`config.mk`:
```
export PLATFORM = sky130hd
export DESIGN_NAME = reg_write_arbiter_flat
export DESIGN_NICKNAME = d
export VERILOG_FILES = /design/src/rtl/reg_write_arbiter_if.sv /design/src/rtl/reg_write_arbiter.sv /design/src/flat_wrapper.sv
export SDC_FILE = /design/constraint.sdc
export NUM_CORES = 1
export LEC_CHECK = 0
export ABC_AREA = 1
export BUFFER_PORTS_ARGS = -buffer_cell sky130_fd_sc_hd__buf_2
export CAP_MARGIN = 20
export CORE_MARGIN = 1.5
export CORE_UTILIZATION = 55
export CTS_BUF_LIST = sky130_fd_sc_hd__clkbuf_4
export DETAILED_ROUTE_END_ITERATION = 8
export GPL_ROUTABILITY_DRIVEN = 0
export PLACE_DENSITY = 0.83
export SYNTH_ARGS = -nofsm -noshare
export SYNTH_HDL_FRONTEND = slang
export SYNTH_SLANG_ARGS = --single-unit
```
`constraint.sdc`:
```
create_clock -name CLK -period 2.8 [get_ports CLK]
set_input_delay 0.28 -clock CLK [delete_from_list [all_inputs] [get_ports CLK]]
set_output_delay 0.28 -clock CLK [all_outputs]
set_load 0.03 [all_outputs]
```
`src/rtl/reg_write_arbiter_if.sv`:
```
// Writeback bus between the two requesters, the arbiter and the register bank.
// Optional lookup ports exist only when REG_WR_BYPASS_EN is defined.
interface reg_write_arbiter_if #(
    parameter int DATA_W = 32,
    parameter int ADDR_W = 5
);
    // Valid/ready: a write transfers on the rising edge where X_VALID & X_READY;
    // X_READY comes only from registered state and never looks at X_VALID.
    logic                     A_VALID;
    logic                     A_READY;
    logic [ADDR_W-1:0]        A_ADDR;
    logic [DATA_W-1:0]        A_DATA;
    logic                     B_VALID;
    logic                     B_READY;
    logic [ADDR_W-1:0]        B_ADDR;
    logic [DATA_W-1:0]        B_DATA;
    logic                     REG_WRITE;
    logic [ADDR_W-1:0]        WRITE_REGISTER;
    logic [DATA_W-1:0]        WRITE_DATA;
    logic [(1<<ADDR_W)-1:0]   PENDING;
    logic                     BUSY;
`ifdef REG_WR_BYPASS_EN
    logic [ADDR_W-1:0]        Q1_ADDR;
    logic [ADDR_W-1:0]        Q2_ADDR;
    logic                     Q1_HIT;
    logic                     Q2_HIT;
    logic [DATA_W-1:0]        Q1_DATA;
    logic [DATA_W-1:0]        Q2_DATA;

    modport master (
        output A_VALID, A_ADDR, A_DATA, B_VALID, B_ADDR, B_DATA, Q1_ADDR, Q2_ADDR,
        input  A_READY, B_READY, REG_WRITE, WRITE_REGISTER, WRITE_DATA, PENDING, BUSY,
        input  Q1_HIT, Q2_HIT, Q1_DATA, Q2_DATA
    );
    modport slave (
        input  A_VALID, A_ADDR, A_DATA, B_VALID, B_ADDR, B_DATA, Q1_ADDR, Q2_ADDR,
        output A_READY, B_READY, REG_WRITE, WRITE_REGISTER, WRITE_DATA, PENDING, BUSY,
        output Q1_HIT, Q2_HIT, Q1_DATA, Q2_DATA
    );
`else
    modport master (
        output A_VALID, A_ADDR, A_DATA, B_VALID, B_ADDR, B_DATA,
        input  A_READY, B_READY, REG_WRITE, WRITE_REGISTER, WRITE_DATA, PENDING, BUSY
    );
    modport slave (
        input  A_VALID, A_ADDR, A_DATA, B_VALID, B_ADDR, B_DATA,
        output A_READY, B_READY, REG_WRITE, WRITE_REGISTER, WRITE_DATA, PENDING, BUSY
    );
`endif
endinterface

```
`src/rtl/reg_write_arbiter.sv`:
```
// Round-robin arbiter sharing the register bank write port between ALU (A) and load (B)
// writeback, with same-register age ordering. Define REG_WR_BYPASS_EN for the lookup ports.
module reg_write_arbiter #(
    parameter int DATA_W = 32,
    parameter int ADDR_W = 5
) (
    input logic               CLK,
    input logic               RST_N,
    reg_write_arbiter_if.slave bus
);
    localparam int NREG = 1 << ADDR_W;

    logic              full_a, full_b;
    logic [ADDR_W-1:0] addr_a, addr_b;
    logic [DATA_W-1:0] data_a, data_b;
    logic              rr_b;
    logic              a_older;

    logic              grant_a, grant_b, both_full, same_addr;
    logic              ready_a, ready_b, acc_a, acc_b, kept_a, kept_b;
    logic [ADDR_W-1:0] gnt_addr;
    logic [DATA_W-1:0] gnt_data;

    logic              reg_write_q;
    logic [ADDR_W-1:0] wr_reg_q;
    logic [DATA_W-1:0] wr_data_q;
    logic [NREG-1:0]   pending;

    // Same-register conflicts must retire in age order, so age beats the pointer there.
    always_comb begin
        both_full = full_a & full_b;
        same_addr = (addr_a == addr_b);
        grant_a   = 1'b0;
        grant_b   = 1'b0;
        if (both_full) begin
            grant_a = same_addr ? a_older : ~rr_b;
            grant_b = ~grant_a;
        end else begin
            grant_a = full_a;
            grant_b = full_b;
        end
    end

    assign ready_a  = ~full_a | grant_a;
    assign ready_b  = ~full_b | grant_b;
    assign acc_a    = bus.A_VALID & ready_a;
    assign acc_b    = bus.B_VALID & ready_b;
    assign kept_a   = full_a & ~grant_a;
    assign kept_b   = full_b & ~grant_b;
    assign gnt_addr = grant_b ? addr_b : addr_a;
    assign gnt_data = grant_b ? data_b : data_a;

    always_ff @(posedge CLK or negedge RST_N) begin
        if (!RST_N) begin
            full_a      <= 1'b0;
            full_b      <= 1'b0;
            addr_a      <= '0;
            addr_b      <= '0;
            data_a      <= '0;
            data_b      <= '0;
            rr_b        <= 1'b0;
            a_older     <= 1'b0;
            reg_write_q <= 1'b0;
            wr_reg_q    <= '0;
            wr_data_q   <= '0;
        end else begin
            full_a <= acc_a | kept_a;
            full_b <= acc_b | kept_b;
            if (acc_a) begin
                addr_a <= bus.A_ADDR;
                data_a <= bus.A_DATA;
            end
            if (acc_b) begin
                addr_b <= bus.B_ADDR;
                data_b <= bus.B_DATA;
            end
            if (both_full && !same_addr)
                rr_b <= grant_a;
            // An entry already sitting in a buffer is older than one arriving now.
            if (acc_a && acc_b)
                a_older <= 1'b1;
            else if (acc_a && kept_b)
                a_older <= 1'b0;
            else if (acc_b && kept_a)
                a_older <= 1'b1;
            // Register 0 drains silently: no strobe toward the bank.
            reg_write_q <= (grant_a | grant_b) & (gnt_addr != '0);
            if (grant_a || grant_b) begin
                wr_reg_q  <= gnt_addr;
                wr_data_q <= gnt_data;
            end
        end
    end

    always_comb begin
        pending = '0;
        if (full_a)      pending[addr_a]   = 1'b1;
        if (full_b)      pending[addr_b]   = 1'b1;
        if (reg_write_q) pending[wr_reg_q] = 1'b1;
        pending[0] = 1'b0;
    end

    assign bus.A_READY        = ready_a;
    assign bus.B_READY        = ready_b;
    assign bus.REG_WRITE      = reg_write_q;
    assign bus.WRITE_REGISTER = wr_reg_q;
    assign bus.WRITE_DATA     = wr_data_q;
    assign bus.PENDING        = pending;
    assign bus.BUSY           = full_a | full_b | reg_write_q;

`ifdef REG_WR_BYPASS_EN
    logic              y_full, o_full;
    logic [ADDR_W-1:0] y_addr, o_addr;
    logic [DATA_W-1:0] y_data, o_data;
    logic [ADDR_W-1:0] q_addr [2];
    logic              q_hit  [2];
    logic [DATA_W-1:0] q_data [2];

    assign q_addr[0] = bus.Q1_ADDR;
    assign q_addr[1] = bus.Q2_ADDR;

    // Youngest value wins: younger buffer, then older buffer, then the output register.
    always_comb begin
        y_full = a_older ? full_b : full_a;
        y_addr = a_older ? addr_b : addr_a;
        y_data = a_older ? data_b : data_a;
        o_full = a_older ? full_a : full_b;
        o_addr = a_older ? addr_a : addr_b;
        o_data = a_older ? data_a : data_b;
        for (int i = 0; i < 2; i++) begin
            q_hit[i]  = 1'b0;
            q_data[i] = '0;
            if (q_addr[i] != '0) begin
                if (y_full && y_addr == q_addr[i]) begin
                    q_hit[i]  = 1'b1;
                    q_data[i] = y_data;
                end else if (o_full && o_addr == q_addr[i]) begin
                    q_hit[i]  = 1'b1;
                    q_data[i] = o_data;
                end else if (reg_write_q && wr_reg_q == q_addr[i]) begin
                    q_hit[i]  = 1'b1;
                    q_data[i] = wr_data_q;
                end
            end
        end
    end

    assign bus.Q1_HIT  = q_hit[0];
    assign bus.Q2_HIT  = q_hit[1];
    assign bus.Q1_DATA = q_data[0];
    assign bus.Q2_DATA = q_data[1];
`endif
endmodule

```
`src/flat_wrapper.sv`:
```
// flat-port wrapper written by rule: the top's interface ports become plain ports
module reg_write_arbiter_flat 
#(
    parameter int DATA_W = 32,
    parameter int ADDR_W = 5
)
  (CLK, RST_N, bus_A_VALID, bus_A_ADDR, bus_A_DATA, bus_B_VALID, bus_B_ADDR, bus_B_DATA, bus_A_READY, bus_B_READY, bus_REG_WRITE, bus_WRITE_REGISTER, bus_WRITE_DATA, bus_PENDING, bus_BUSY);
  reg_write_arbiter_if #(.DATA_W(DATA_W), .ADDR_W(ADDR_W)) bus_i ();
  input logic CLK;
  input logic RST_N;
  input wire logic [$bits(bus_i.A_VALID)-1:0] bus_A_VALID;
  input wire logic [$bits(bus_i.A_ADDR)-1:0] bus_A_ADDR;
  input wire logic [$bits(bus_i.A_DATA)-1:0] bus_A_DATA;
  input wire logic [$bits(bus_i.B_VALID)-1:0] bus_B_VALID;
  input wire logic [$bits(bus_i.B_ADDR)-1:0] bus_B_ADDR;
  input wire logic [$bits(bus_i.B_DATA)-1:0] bus_B_DATA;
  output wire logic [$bits(bus_i.A_READY)-1:0] bus_A_READY;
  output wire logic [$bits(bus_i.B_READY)-1:0] bus_B_READY;
  output wire logic [$bits(bus_i.REG_WRITE)-1:0] bus_REG_WRITE;
  output wire logic [$bits(bus_i.WRITE_REGISTER)-1:0] bus_WRITE_REGISTER;
  output wire logic [$bits(bus_i.WRITE_DATA)-1:0] bus_WRITE_DATA;
  output wire logic [$bits(bus_i.PENDING)-1:0] bus_PENDING;
  output wire logic [$bits(bus_i.BUSY)-1:0] bus_BUSY;
  assign bus_i.A_VALID = bus_A_VALID;
  assign bus_i.A_ADDR = bus_A_ADDR;
  assign bus_i.A_DATA = bus_A_DATA;
  assign bus_i.B_VALID = bus_B_VALID;
  assign bus_i.B_ADDR = bus_B_ADDR;
  assign bus_i.B_DATA = bus_B_DATA;
  assign bus_A_READY = bus_i.A_READY;
  assign bus_B_READY = bus_i.B_READY;
  assign bus_REG_WRITE = bus_i.REG_WRITE;
  assign bus_WRITE_REGISTER = bus_i.WRITE_REGISTER;
  assign bus_WRITE_DATA = bus_i.WRITE_DATA;
  assign bus_PENDING = bus_i.PENDING;
  assign bus_BUSY = bus_i.BUSY;
  reg_write_arbiter #(.DATA_W(DATA_W), .ADDR_W(ADDR_W)) u_core (.CLK(CLK), .RST_N(RST_N), .bus(bus_i));
endmodule
```
==> impl_metrics.ini, run 1 <==
[cells_and_area]
design_area_um2 = 7490
multi_input_area_um2 = 2390
fin_nets = 1031
seq_area_um2 = 2900
drive_gt1_frac = 0.239
antennaDiodeCount = 0
syn_to_final_growth_pct = 31.0
fill_cells = 764

[detailed_routing]
via_count = 6005
met2_length_mm = 8.26
via_per_inst = 5.45
ant_nets = 0
dr_wl_met3_mm = 1.28
drc = 0
wl_met1_mm = 6.65
drt-pass1-iter-count = 5
highest_layer = met4
routedWlPerCell_um = 15.3
drt_wl_total_mm = 16.8
first_iter_violations = 489

[grt]
overflow = 0
grt_start_max_net_pins = 75
grt_usage = 0.317
grt_pass1_vias = 5773
grt_pass1_wl_mm = 27.3
antenna_found_initial = 0

[setup_path]
critPathKind = flip-flop to flip-flop
startpoint_type = flip-flop
arrival_ns = 2.75
worstPathRequired_ns = 3.21
worstPathMaxFanout = 32
cp-end-kind = flip-flop

[clock_network]
cts.sinks = 116
cts_made_buffers = 17
clk_pin_slew_ns = 0.10
clock_path_buffers = 2
ctsHtreeMaxLevel = 4
clock-root-buffer = clkbuf_4
insertion_delay_ns = 0.50
tritoncts = built
cts.repair.resized = 0

[floorplanning]
die_h_um = 105
start_util = 0.561
die-area_um2 = 11000
io_pins = 151
core_area_um2 = 10200
die_x_um = 105
rows = 37

[timing]
rsz0062_at_grt = no
hold_viol_final = 0
drv_slew = 0
clock.fmax_mhz = 427
fin_setup_tns_ns = 0
fin_crit_sh = 0.837
post-route-min-period_ns = 2.34
finalSetupViolations = 0
final.setup_skew_ns = 0.0195
relSlewSlack = 0.493
worstMarginPinSlew_ns = 0.754

[yosys]
synth_fa_ha_area_frac = 0
synth-compound-area-share = 0.116
netlist_area_um2 = 5710
yosysTopAreaCellShare = 0.508
muxShareOfSynthArea = 0
synth_area_per_cell_um2 = 7.70
synthXorXnorAreaFrac = 0.00307
yosys.cell_types.count = 27
yosysWarnings = 0
synth_nets = 820
ys_ff_latch = 116
post-synth-top-area-cell = dfrtp_1
netlist_top_cells_area = dfrtp_1 51%, nand2_1 17%, o21ai_1 6.0%
syn_inst = 742
synth_top_family_by_area = simple AND/OR/NAND/NOR gates
ys_seq_area_frac = 0.508
synth-simple-area-share = 0.297

[placed_design]
dpl_cell_area_um2 = 6580
port-buffer-count = 149
hpwl_mm = 10.4

[min_path]
hp-class = primary input to flip-flop

[job]
max-cap-violations = 0

[power_and_ir_drop]
p_leak_nw = 3.89
power.density_nw_per_um2 = 1020
vdd_drop_max_mv = 0.561

[status]
outcome = finished clean
[per-layer routing]
layer	up-vias	track usage
met5	-	0
met4	0	0.164
met3	66	0.0605
met2	340	0.527
met1	2807	0.392
li1	2792	-
[sequential cells by signal, indices dropped and copies added (netlist names)]
register and flops:
u_core.bus.WRITE_DATA 32, u_core.data_a 32, u_core.data_b 32, u_core.addr_a 5, u_core.addr_b 5, u_core.bus.WRITE_REGISTER 5
u_core.a_older 1, u_core.bus.REG_WRITE 1, u_core.full_a 1, u_core.full_b 1, u_core.rr_b 1
[final timing paths]
path	startpoint	to	slack [ns]	cells after the start
worst min register to register	u_core.data_b[30]$_DFFE_PN0P_	u_core.data_b[30]$_DFFE_PN0P_	0.48	2
min in group asynchronous	RST_N	u_core.data_a[3]$_DFFE_PN0N_	0.30	2
worst min-delay path	bus_A_DATA[6]	u_core.data_a[6]$_DFFE_PN0N_	0.03	3
max in group asynchronous	RST_N	u_core.bus.WRITE_DATA[26]$_DFFE_PN0P_	1.69	3
worst max register to register	u_core.addr_b[3]$_DFFE_PN0P_	u_core.bus.WRITE_DATA[31]$_DFFE_PN0P_	0.46	10
worst max-delay path	u_core.addr_b[3]$_DFFE_PN0P_	u_core.bus.WRITE_DATA[31]$_DFFE_PN0P_	0.46	10
[through the flow]
| step | hold slack [ns] | worst slack [ns] | power [mW] | utilization | std cells |
|---|---|---|---|---|---|
| finish | 0.0345 | 0.457 | 7.62 | 0.735 | 1101 |
| global route | 0.00752 | 0.229 | 8.06 | 0.735 | 1101 |
| CTS | 0.00246 | 0.451 | 7.55 | 0.734 | 1100 |
| detailed placement | 0.308 | 0.610 | 6.15 | 0.646 | 1010 |
| global placement | 0.304 | 0.655 | 6.08 | 0.646 | 1010 |
| floorplan | -0.0156 | 0.962 | 5.14 | - | 742 |
[synth_stat cells, drive strengths merged]
library cell / number
a21oi: 37
a22oi: 1
a31oi: 1
buf: 22
clkbuf: 10
conb: 1
dfrtp: 116
inv: 60
nand2: 264
nand3: 42
nand4: 2
nor2: 76
nor3: 33
o211ai: 1
o21ai: 74
xnor2: 1
xor2: 1
[where the power goes]
group	leakage (nW)	internal (mW)	switching (mW)	total, mW
clock	0.170	0.727	0.612	1.34
combinational	2.38	1.04	2.45	3.49
sequential	1.34	2.29	0.499	2.79
total	3.89	4.06	3.56	7.62
[placed cells by master, fill, tap and decap left out, drive strengths merged]
master       Yosys  routed
a31oi            1       1
clkinvlp         0       1
nor2            76      76
xor2             1       1
bufinv           0       4
o21ai           74      74
a22oi            1       1
inv             60      60
nor3            33      33
xnor2            1       1
conb             1       1
dlygate4sd3      0      60
a21oi           37      37
dfrtp          116     116
nand3           42      42
buf             22     164
o211ai           1       1
clkinv           0       6
nand4            2       2
nand2          264     264
clkbuf          10      20
[timing repair]
action,in CTS,in global routing
hold buffers,59,1
endpoints found under the hold margin,100,1
buffers inserted,0,0
endpoints found under the setup margin,0,0
[critical path: stages (launching register included)]
cell	delay, ns
dfrtp_1	0.44
inv_1	0.15
nand2_1	0.09
nand2_1	0.06
nor2_2	0.15
nand4_1	0.16
nand3_4	0.18
nand2_4	0.15
inv_2	0.48
o21ai_0	0.19
o21ai_1	0.18
[layout make-up]
class                           count  area share
Sequential cell                   116       0.388
Multi-Input combinational cell    534       0.319
Timing Repair Buffer              224       0.199
Inverter                           60      0.0301
Tap cell                          136      0.0227
Clock inverter                     11      0.0214
Clock buffer                       20      0.0201
[cells by family (layout without fill, tap and decap cells)]
| logic type | Yosys count | in the layout |
|---|---|---|
| flops | 116 | 116 |
| other cells | 1 | 1 |
| simple gates | 417 | 417 |
| xor+xnor | 2 | 2 |
| buf+inv | 92 | 315 |
| compound gates | 114 | 114 |
(Power assumes the default switching activity.)
==> run 2, diff against run 1 <==
--- a/config.mk
+++ b/config.mk
@@ -9,11 +9,11 @@
 export BUFFER_PORTS_ARGS = -buffer_cell sky130_fd_sc_hd__buf_2
 export CAP_MARGIN = 20
 export CORE_MARGIN = 1.5
-export CORE_UTILIZATION = 55
+export CORE_UTILIZATION = 49
 export CTS_BUF_LIST = sky130_fd_sc_hd__clkbuf_4
 export DETAILED_ROUTE_END_ITERATION = 8
 export GPL_ROUTABILITY_DRIVEN = 0
-export PLACE_DENSITY = 0.83
+export PLACE_DENSITY = 0.78
 export SYNTH_ARGS = -nofsm -noshare
 export SYNTH_HDL_FRONTEND = slang
 export SYNTH_SLANG_ARGS = --single-unit
==> constraint.sdc (replaced) <==
create_clock -name CLK -period 2.05 [get_ports CLK]
set_input_delay 0.205 -clock CLK [delete_from_list [all_inputs] [get_ports CLK]]
set_output_delay 0.205 -clock CLK [all_outputs]
set_load 0.03 [all_outputs]
==> impl_metrics.ini, run 2 (synthesis results as in run 1) <==
[detailed_routing]
ant_nets = 0
via_count = 6497
drt_wl_total_mm = 20.2
routedWlPerCell_um = 17.3
drt-pass1-iter-count = 7
first_iter_violations = 705
via_per_inst = 5.54
drc = 0

[setup_path]
critPathKind = flip-flop to output port
startpoint_type = flip-flop
worstPathMaxFanout = 4
cp-end-kind = output port
worstPathRequired_ns = 1.85
arrival_ns = 2.03

[clock_network]
clock-root-buffer = clkbuf_4
cts_made_buffers = 17
clock_path_buffers = 2
ctsHtreeMaxLevel = 4
cts.sinks = 116
insertion_delay_ns = 0.53
tritoncts = built
clk_pin_slew_ns = 0.10

[timing]
fin_crit_sh = 1.09
finalSetupViolations = 28
hold_viol_final = 0
clock.fmax_mhz = 447
drv_slew = 0
fin_ws_ns = -0.188
post-route-min-period_ns = 2.24
worstMarginPinSlew_ns = 0.655
final.setup_skew_ns = 0.0180
relSlewSlack = 0.563
rsz0062_at_grt = yes

[grt]
grt_usage = 0.300
grt_pass1_wl_mm = 29.2
grt_start_max_net_pins = 117
overflow = 0
grt_pass1_vias = 6252
antenna_found_initial = 0

[cells_and_area]
layout_common_cells = 250 x nand2_1, 118 x buf_2, 111 x dfrtp_1
antennaDiodeCount = 0
fill_cells = 699
drive_gt1_frac = 0.349
post-route-util = 0.774
syn_to_final_growth_pct = 54.0
fin_nets = 1094
design_area_um2 = 8800
final_common_cell = nand2_1
multi_input_area_um2 = 2830
seq_area_um2 = 2910

[floorplanning]
start_util = 0.502
core_area_um2 = 11400
die-area_um2 = 12300
die_x_um = 111
io_pins = 151
die_h_um = 111
rows = 39

[status]
failed_checks = negative setup slack
outcome = finished, violations left

[placed_design]
dpl_cell_area_um2 = 6740
hpwl_mm = 10.5
port-buffer-count = 149
preCtsSetupSlack_ns = 0.0174

[power_and_ir_drop]
power.density_nw_per_um2 = 1380
vdd_drop_max_mv = 0.831
p_leak_nw = 4.47

[job]
max-cap-violations = 0

[min_path]
hp-class = primary input to asynchronous set/reset pin
==> run 2: cell type report <==
class / count / share of cell area
clock buffer: 19 / 0.0162
clock inverter: 13 / 0.0213
timing repair buffer: 287 / 0.263
inverter: 60 / 0.0279
multi-input combinational: 534 / 0.321
tap: 143 / 0.0203
sequential: 116 / 0.331
==> run 2: final timing paths <==
check	startpoint	end	slack [ns]	cells after the start
max	u_core.addr_b[2]$_DFFE_PN0P_	bus_PENDING[23]	-0.19	6
min	RST_N	u_core.data_a[20]$_DFFE_PN0N_	0.26	3
max reg2reg	u_core.addr_a[4]$_DFFE_PN0N_	u_core.bus.REG_WRITE$_DFF_PN0_	-0.02	12
min reg2reg	u_core.data_b[30]$_DFFE_PN0P_	u_core.data_b[30]$_DFFE_PN0P_	0.49	2
max in group asynchronous	RST_N	u_core.full_b$_DFF_PN0_	1.23	3
min in group CLK	bus_B_DATA[17]	u_core.data_b[17]$_DFFE_PN0P_	0.41	4
==> run 2: repair_timing <==
action	CTS	global route
setup endpoints to repair	39	141
cloned	0	2
pin swaps	12	23
setup buffers	19	10
resized for setup	71	113
hold buffers	77	0
hold endpoints to repair	193	0
==> run 2: where the power goes <==
group	total, mW	switching (mW)	internal, mW	leakage, nW
Sequential	3.77	0.628	3.14	1.34
Combinational	6.39	4.11	2.28	2.96
Clock	1.94	0.841	1.09	0.176
==> run 2: stage by stage <==
stage                     TNS, ns  power, mW  instances  hold slack (ns)
final                       -1.68       12.1       1172            0.264
after detailed placement        0       8.61       1033            0.342
after global placement          0       8.52       1033            0.343
after CTS                  -0.132       11.1       1161            0.298
after global routing        -4.34       12.7       1172            0.308
after floorplan                 0       7.02        742          -0.0906
==> run 2: metal layers <==
metal	routed length, um	global-route usage	part of all wire
met3	1610	0.0705	0.080
met1	7390	0.351	0.37
met5	0	0	0
met2	10100	0.509	0.50
met4	1140	0.164	0.056
==> run 2: critical path: stages (launching register included) <==
cell	delay (ns)
dfrtp_1	0.44
inv_2	0.09
buf_4	0.17
nor3_2	0.35
nand2_1	0.13
nand3_1	0.11
buf_2	0.20
==> run 3, diff against run 2 <==
==> constraint.sdc (replaced) <==
create_clock -name CLK -period 1.9 [get_ports CLK]
set_input_delay 0.19 -clock CLK [delete_from_list [all_inputs] [get_ports CLK]]
set_output_delay 0.19 -clock CLK [all_outputs]
set_load 0.03 [all_outputs]
==> impl_metrics.ini, run 3 (synthesis results as in run 1) <==
[timing]
rsz0062_at_grt = yes
drv_slew = 0
worstMarginPinSlew_ns = 0.760
finalSetupViolations = 148
fin_crit_sh = 1.31
relSlewSlack = 0.488
whs_ns = 0.0584
clock.fmax_mhz = 403
post-route-min-period_ns = 2.48
final.setup_skew_ns = 0.0259
fin_ws_ns = -0.582
hold_viol_final = 0

[min_path]
hp-class = primary input to asynchronous set/reset pin

[grt]
grt_start_max_net_pins = 57
grt_pass1_wl_mm = 31.7
overflow = 0
grt_pass1_vias = 6527
antenna_found_initial = 2
grt_usage = 0.325

[placed_design]
hpwl_mm = 10.9
dpl_cell_area_um2 = 6820
dp_cells = 1044
port-buffer-count = 149

[detailed_routing]
ant_nets = 0
drt-pass1-iter-count = 8
routedWlPerCell_um = 25.4
via_count = 7936
drt_wl_total_mm = 31.4
first_iter_violations = 1266
drc = 0
via_per_inst = 6.42

[cells_and_area]
design_area_um2 = 10400
final_common_cell = nand2_1
post-route-util = 0.913
final_cells = 1236
layout_common_cells = 232 x nand2_1, 114 x buf_2, 110 x dfrtp_1
drive_gt1_frac = 0.499
fill_cells = 394
fin_nets = 1157
syn_to_final_growth_pct = 81.6

[setup_path]
worstPathRequired_ns = 2.19
critPathKind = flip-flop to flip-flop
arrival_ns = 2.77
worstPathMaxFanout = 4
cp-end-kind = flip-flop
startpoint_type = flip-flop

[floorplanning]
core_area_um2 = 11400
io_pins = 151
rows = 39
die_x_um = 111
die_h_um = 111
start_util = 0.502
die-area_um2 = 12300

[power_and_ir_drop]
vdd_drop_max_mv = 0.937
total_power_mw = 16.2
power.density_nw_per_um2 = 1570
p_leak_nw = 5.11

[clock_network]
clock-root-buffer = clkbuf_4
clock_path_buffers = 2
ctsHtreeMaxLevel = 4
cts_made_buffers = 17
insertion_delay_ns = 0.54
clk_pin_slew_ns = 0.13
cts.sinks = 116
tritoncts = built

[status]
failed_checks = negative setup slack
outcome = finished, violations left

[job]
max-cap-violations = 0
## run 3: cell types whose count changed in the layout (fill, tap and decap cells not counted), sizes merged, moves of 2 or more
| cell | delta |
|---|---|
| clkinvlp | +2 |
| inv | +2 |
| buf | +51 |
| nand2 | +2 |
| clkbuf | +5 |
## run 3: path summary, 6_finish.rpt
path / startpoint / endpoint / slack [ns] / depth (start not counted)
hold / removal: RST_N / u_core.data_b[22]$_DFFE_PN0P_ / 0.06 / 2
min in group CLK: bus_B_DATA[11] / u_core.data_b[11]$_DFFE_PN0P_ / 0.40 / 4
max in group asynchronous: RST_N / u_core.bus.WRITE_DATA[31]$_DFFE_PN0P_ / 1.22 / 3
setup / recovery: u_core.addr_a[0]$_DFFE_PN0N_ / u_core.bus.WRITE_REGISTER[4]$_DFFE_PN0P_ / -0.58 / 13
hold reg to reg: u_core.bus.WRITE_DATA[29]$_DFFE_PN0P_ / u_core.bus.WRITE_DATA[29]$_DFFE_PN0P_ / 0.51 / 2
setup reg to reg: u_core.addr_a[0]$_DFFE_PN0N_ / u_core.bus.WRITE_REGISTER[4]$_DFFE_PN0P_ / -0.58 / 13
## run 3: through the flow
step	setup WS [ns]	TNS (ns)
5_1_grt	-0.591	-49.04
3_3_place_gp	-0.0149	-0.0287
6_report	-0.582	-43.45
3_5_place_dp	-0.120	-3.00
4_1_cts	-0.151	-2.56
2_1_floorplan	0.0623	0
## run 3: final cells by class
cell class	count	area (um^2)	area share
multi-input combinational	536	3550	0.342
timing repair buffer	344	3040	0.293
sequential	116	2910	0.280
tap	143	179	0.0172
timing repair inverter	4	70.1	0.00675
antenna	1	2.50	0.000241
clock buffer	18	135	0.0130
clock inverter	14	209	0.0201
inverter	60	279	0.0269
## run 3: critical path: stages (launching register included)
cell,delay [ns]
dfrtp_1,0.47
inv_2,0.09
nand2_2,0.07
nand2_2,0.09
nor2_4,0.26
nand3_2,0.17
nand2_2,0.14
nand3_4,0.09
buf_6,0.13
buf_4,0.14
nand3_1,0.12
nand2_1,0.10
nand2_1,0.09
o21ai_0,0.30
## run 3: repair_timing
action                                  CTS  global route
hold buffers                             77             0
setup buffers                            26            40
gates cloned                              0            18
endpoints found under the setup margin   83           145
pin swaps                                27            80
gates resized for setup                 153           267
hold endpoints to repair                193             0
## run 3: metal layers
layer / wire (um) / global-route usage
met3: 3730 / 0.0662
met2: 14600 / 0.572
met5: 13 / 0
met1: 9310 / 0.371
met4: 3680 / 0.179
## run 3: report_power, final
| group | total, mW | internal (mW) | switching (mW) |
|---|---|---|---|
| Combinational | 9.66 | 3.62 | 6.04 |
| Clock | 2.26 | 1.18 | 1.07 |
| Sequential | 4.33 | 3.39 | 0.941 |
